### config.mk
export PLATFORM = sky130hd
export DESIGN_NAME = xor4_gate_tester
export DESIGN_NICKNAME = d
export VERILOG_FILES = /design/src/rtl/xor4_gate_tester.sv
export SDC_FILE = /design/constraint.sdc
export NUM_CORES = 1
export LEC_CHECK = 0
export ABC_AREA = 1
export CORE_ASPECT_RATIO = 0.7
export CORE_MARGIN = 2
export CORE_UTILIZATION = 50
export DETAILED_ROUTE_END_ITERATION = 8
export DONT_BUFFER_PORTS = 1
export PLACE_DENSITY = 0.73
export SKIP_CTS_REPAIR_TIMING = 1
export SYNTH_ARGS = -nofsm -noshare
export SYNTH_HDL_FRONTEND = slang
export SYNTH_SLANG_ARGS = --single-unit
### constraint.sdc
create_clock -name CLK -period 4.8 [get_ports CLK]
set_input_delay 1.2 -clock CLK [delete_from_list [all_inputs] [get_ports CLK]]
set_output_delay 1.2 -clock CLK [all_outputs]
set_load 0.02 [all_outputs]
### src/rtl/xor4_gate_tester.sv
// xor4_gate_tester: stimulus/checker for a quad 2-input XOR gate.
//
// On START it walks all 256 {A,B} combinations. Each vector is held for SETTLE wait cycles
// plus one check cycle. On the closing edge of the check cycle Y is compared with A^B, and
// any mismatch is counted. The block then reports DONE/PASS, the saturating mismatch count
// and the first failing vector.
//
// Ports:
//   CLK         system clock, rising edge
//   RST         synchronous reset, active-high, priority over everything
//   START       run request, honoured only in IDLE or DONE
//   Y[3:0]      gate outputs under test
//   A[3:0]      registered stimulus operand A (idx[7:4])
//   B[3:0]      registered stimulus operand B (idx[3:0])
//   BUSY        high while a run is in progress
//   DONE        high from run completion until the next START
//   PASS        valid with DONE; 1 iff no mismatches
//   ERR_CNT     saturating mismatch count
//   FIRST_FAIL  {A,B} of the first mismatching vector, 0 if none
module xor4_gate_tester #(
  parameter int unsigned SETTLE = 2,  // legal range 1..15
  parameter int unsigned ERRW   = 9
) (
  input  logic            CLK,
  input  logic            RST,
  input  logic            START,
  input  logic [3:0]      Y,
  output logic [3:0]      A,
  output logic [3:0]      B,
  output logic            BUSY,
  output logic            DONE,
  output logic            PASS,
  output logic [ERRW-1:0] ERR_CNT,
  output logic [7:0]      FIRST_FAIL
);

  typedef enum logic [1:0] {
    StIdle,
    StWait,
    StCheck,
    StDone
  } state_e;

  localparam logic [3:0]      WaitLast = 4'(SETTLE - 1);
  localparam logic [ERRW-1:0] ErrMax   = '1;

  state_e          state_q, state_d;
  logic [7:0]      idx_q, idx_d;
  logic [3:0]      wait_q, wait_d;
  logic [ERRW-1:0] err_q, err_d;
  logic [7:0]      ff_q, ff_d;
  logic            pass_q, pass_d;
  logic            mismatch;

  // Compare against the registered operands only.
  assign mismatch = (Y != (idx_q[7:4] ^ idx_q[3:0]));

  always_comb begin
    state_d = state_q;
    idx_d   = idx_q;
    wait_d  = wait_q;
    err_d   = err_q;
    ff_d    = ff_q;
    pass_d  = pass_q;
    unique case (state_q)
      StIdle, StDone: begin
        if (START) begin
          state_d = StWait;
          idx_d   = 8'h00;
          wait_d  = 4'h0;
          err_d   = '0;
          ff_d    = 8'h00;
          pass_d  = 1'b0;
        end
      end
      StWait: begin
        if (wait_q == WaitLast) begin
          state_d = StCheck;
        end else begin
          wait_d = wait_q + 4'h1;
        end
      end
      StCheck: begin
        if (mismatch) begin
          if (err_q != ErrMax) begin
            err_d = err_q + 1'b1;
          end
          // Count is saturating and never returns to zero, so zero means "no error yet".
          if (err_q == '0) begin
            ff_d = idx_q;
          end
        end
        if (idx_q == 8'hFF) begin
          state_d = StDone;
          // Use the next count so the last vector's result is included.
          pass_d  = (err_d == '0);
        end else begin
          state_d = StWait;
          idx_d   = idx_q + 8'h01;
          wait_d  = 4'h0;
        end
      end
      default: state_d = StIdle;
    endcase
  end

  always_ff @(posedge CLK) begin
    if (RST) begin
      state_q <= StIdle;
      idx_q   <= 8'h00;
      wait_q  <= 4'h0;
      err_q   <= '0;
      ff_q    <= 8'h00;
      pass_q  <= 1'b0;
    end else begin
      state_q <= state_d;
      idx_q   <= idx_d;
      wait_q  <= wait_d;
      err_q   <= err_d;
      ff_q    <= ff_d;
      pass_q  <= pass_d;
    end
  end

  assign A          = idx_q[7:4];
  assign B          = idx_q[3:0];
  assign BUSY       = (state_q == StWait) || (state_q == StCheck);
  assign DONE       = (state_q == StDone);
  assign PASS       = pass_q;
  assign ERR_CNT    = err_q;
  assign FIRST_FAIL = ff_q;

endmodule

==> summary.txt <==
Critical path
  – WP data arrival: 2.75 ns
  – CP dominant cell by count: inv_1
  – Cell family contributing the most delay on the critical path: simple AND/OR/NAND/NOR gates
  – Crit path max fanout: 12
  – Worst path bufs/invs: 5
  – Largest stage delay on the critical path: 0.43 ns
  – CP Class: register to register
  – Crit path launch type: register
  – Required time of the critical path: ~5.0 ns
  – Crit-path cells: inv_1 -> ha_1 -> inv_1 -> nor2_1 -> inv_1 -> o21ai_0 -> buf_4 -> inv_1 -> nand4_1 -> nor2_1 -> nand2_1 -> a21oi_1
  – CP Capture Type: register
  – Internal reg-to-reg setup slack: 2.27 ns
  – Crit-path slowest cell: nor2_1

Final layout
  – Commonest non-fill, non-tap cell in the layout: nand2_1
  – Fin util: 55.5%
  – Commonest cells after routing, fill and taps aside: nand2_1, inv_1, dfxtp_1, nand3_1, nor2_1
  – Filler cells: 406
  – Nets@finish: 328
  – Final Cell Area: around 0.0021 sq mm
  – Synth-to-Final Area Change: 7.37%
  – Layout cells sized above 1: under 10%
  – # diodes: 0

Route
  – Drt first pass iters: 4
  – Drt first-iter violations: 103
  – Routed Antenna Nets: 0
  – # DRC: 0
  – DR WL/cell: 12.6 microns
  – Final wirelength: 4620 microns
  – Vias: 1947
  – Avg Vias per Cell: about 5.3

Power and ir drop
  – Pwr Density: between 300 and 400 mW/mm^2
  – Static leakage: between 0.8 and 0.9 nW
  – Sw Share: roughly a third
  – Register share of total power: 41.5%
  – Peak VDD IR: 0.181 mV
  – Comb pwr share: 20.1%
  – Internal power: 0.463 mW
  – Clk pwr share: a little under two fifths
  – Switch Pwr: 0.218 mW

Floorplan
  – Cell Rows: 19
  – IO Count: 35
  – Die height: 56.9 microns
  – Starting density of the core: 51.7%
  – Die ar.: 0.00453 sq mm
  – Core area: around 0.0039 sq mm
  – Die X-Extent: 79.6 microns

Global route
  – All-Layer GR Usage: 21.8%
  – First-pass GRT wire length: about 8000 microns
  – Largest net degree at the start of global routing: 26
  – Vias in the first global route: 1754
  – Initial antenna violation count: 0
  – Remaining global-route overflow: 0

Clock tree
  – CTS tree: done
  – Clk_lat worst skew: approximately 0.29 ns
  – H-Tree Depth: 2
  – Max Buffers Root-to-Sink: 2
  – CTS root buf: clkbuf_8
  – Clk sinks: 32
  – TritonCTS Buffers: 5
  – Clock Pin Slew Worst Setup and Hold Paths: 0.07 ns

Synthesis
  – Area contributors post-synth: dfxtp_1, nand2_1, inv_1
  – Sequential area share after synthesis: 32.0%
  – Complex-gate fraction of the synthesized area: a little over a tenth
  – Flops & latches, synth: 32
  – Post-Synth XOR/XNOR Area: 1.75%
  – Ys Warns: 0
  – Synth Net Count: 327
  – Mux contribution to synthesized area: 0%
  – Post-Synthesis Cells: between 300 and 400
  – Main combinational cell family by area after synthesis: simple AND/OR/NAND/NOR gates
  – Synth area leader: dfxtp_1
  – Post-synthesis simple-gate area fraction: 39.3%
  – Top cell type's share of synthesized area: between 30% and 40%
  – Mapped Area: 0.00200 sq mm
  – Synth Area per Inst: 6.44 sq um
  – Synth unique cells: 31
  – Area share of fa/ha/maj cells after synthesis: 5.63%

Timing
  – Max transition margin: 60.9%
  – Peak Freq: ~390 MHz
  – Hold violation count in the final report: 0
  – Clock Skew: 0.0102 ns
  – Setup tns final: 0 ns
  – Hold WS: 0.497 ns
  – Final Max Tran Viols: 0
  – Worst Tran Pin Value: 0.584 ns
  – Final setup fails: 0
  – Final WS setup: 2.27 ns
  – Fin crit period: 2.53 ns
  – Fin crit share: a little over half
  – Unrepaired setup endpoints after global routing: no

Worst hold path
  – Tightest Hold Check Type: register to register

Placement
  – Post-DP HPWL: 3420 microns
  – Post-placement cell area: 0.00204 sq mm
  – # port buffers: 0
  – GPL Wtd Cong: around 0.89
  – Setup slack at placement: about 2.1 ns

Outcome
  – Status: completed

Job
  – Max Cap Viol: 0
-- synth_stat cells --
cell and count:
clkbuf_1 3, dfxtp_1 32, nor2_8 1, o21ai_0 10, nor2_2 1, buf_1 1, inv_2 8, nor3b_1 2
nand2_2 6, or2_2 1, nor3_1 8, nor4_1 1, buf_6 1, o21ai_2 1, nand3_2 2, nand2_4 1
nand2_1 91, buf_2 2, nor3_2 1, xnor2_1 1, nand3_1 27, and2_1 1, o21ai_1 2, nand4_1 7
a221oi_1 2, inv_1 38, a211oi_1 3, xor2_1 3, ha_1 9, nor2_1 23, a21oi_1 22
-- sequential cells by signal, indices dropped and copies added, names as in the netlist --
register	cells
PASS	1
ERR_CNT	9
FIRST_FAIL	8
wait_q	4
state_q	2
idx_q	8
-- tightest hold or removal path: stages (launching register included) --
cell and delay (ns):
dfxtp_1 0.34, nand2_1 0.07, a21oi_1 0.05
-- per-stage QoR --
| stage | instances | power [mW] |
|---|---|---|
| 5_1_grt | 365 | 0.718 |
| 2_1_floorplan | 311 | 0.397 |
| 3_5_place_dp | 357 | 0.424 |
| 4_1_cts | 365 | 0.683 |
| 3_3_place_gp | 357 | 0.421 |
| 6_report | 365 | 0.682 |
-- metal layers --
layer | global-route usage (%) | vias to the layer above | routed length [microns]
li1 | - | 1000 | -
met1 | 31.7 | 883 | 2360
met2 | 30.9 | 58 | 1870
met3 | 7.59 | 6 | 349
met4 | 5.67 | 0 | 36
met5 | 0 | - | 0
-- final timing paths --
check	cells after the start	endpoint	from
setup reg to reg	12	FIRST_FAIL[7]$_SDFFE_PP0P_	state_q[0]$_SDFFE_PP0P_
setup / recovery	12	FIRST_FAIL[7]$_SDFFE_PP0P_	state_q[0]$_SDFFE_PP0P_
hold / removal	2	wait_q[1]$_SDFFE_PP0P_	wait_q[1]$_SDFFE_PP0P_
hold reg to reg	2	wait_q[1]$_SDFFE_PP0P_	wait_q[1]$_SDFFE_PP0P_
-- power by group through the flow --
stage	registers, mW	clock network (mW)	logic, mW
3_3_place_gp	0.288	0	0.133
4_1_cts	0.283	0.264	0.135
3_5_place_dp	0.289	0	0.135
2_1_floorplan	0.286	0	0.111
5_1_grt	0.284	0.277	0.157
6_report	0.283	0.262	0.137
-- cells by family (layout without fill, tap and decap cells) --
logic type               after synthesis  after routing
adder cells (fa/ha/maj)                9              9
buffers and inverters                 53             55
AND/OR/NAND/NOR                      173            173
flip-flops                            32             32
AO/OA/AOI/OAI                         40             40
XOR/XNOR                               4              4
-- area by class of cell --
type	instances	area [sq um]	share of cell area [%]
multi-input cells	226	1150	53.6
inverters	46	173	8.03
well taps	52	65.1	3.03
repair buffers	1	7.51	0.349
flip-flops and latches	32	641	29.8
clock buffers	5	68.8	3.20
clock inverters	3	42.5	1.98
No activity file was read; power rests on OpenSTA's default activity.
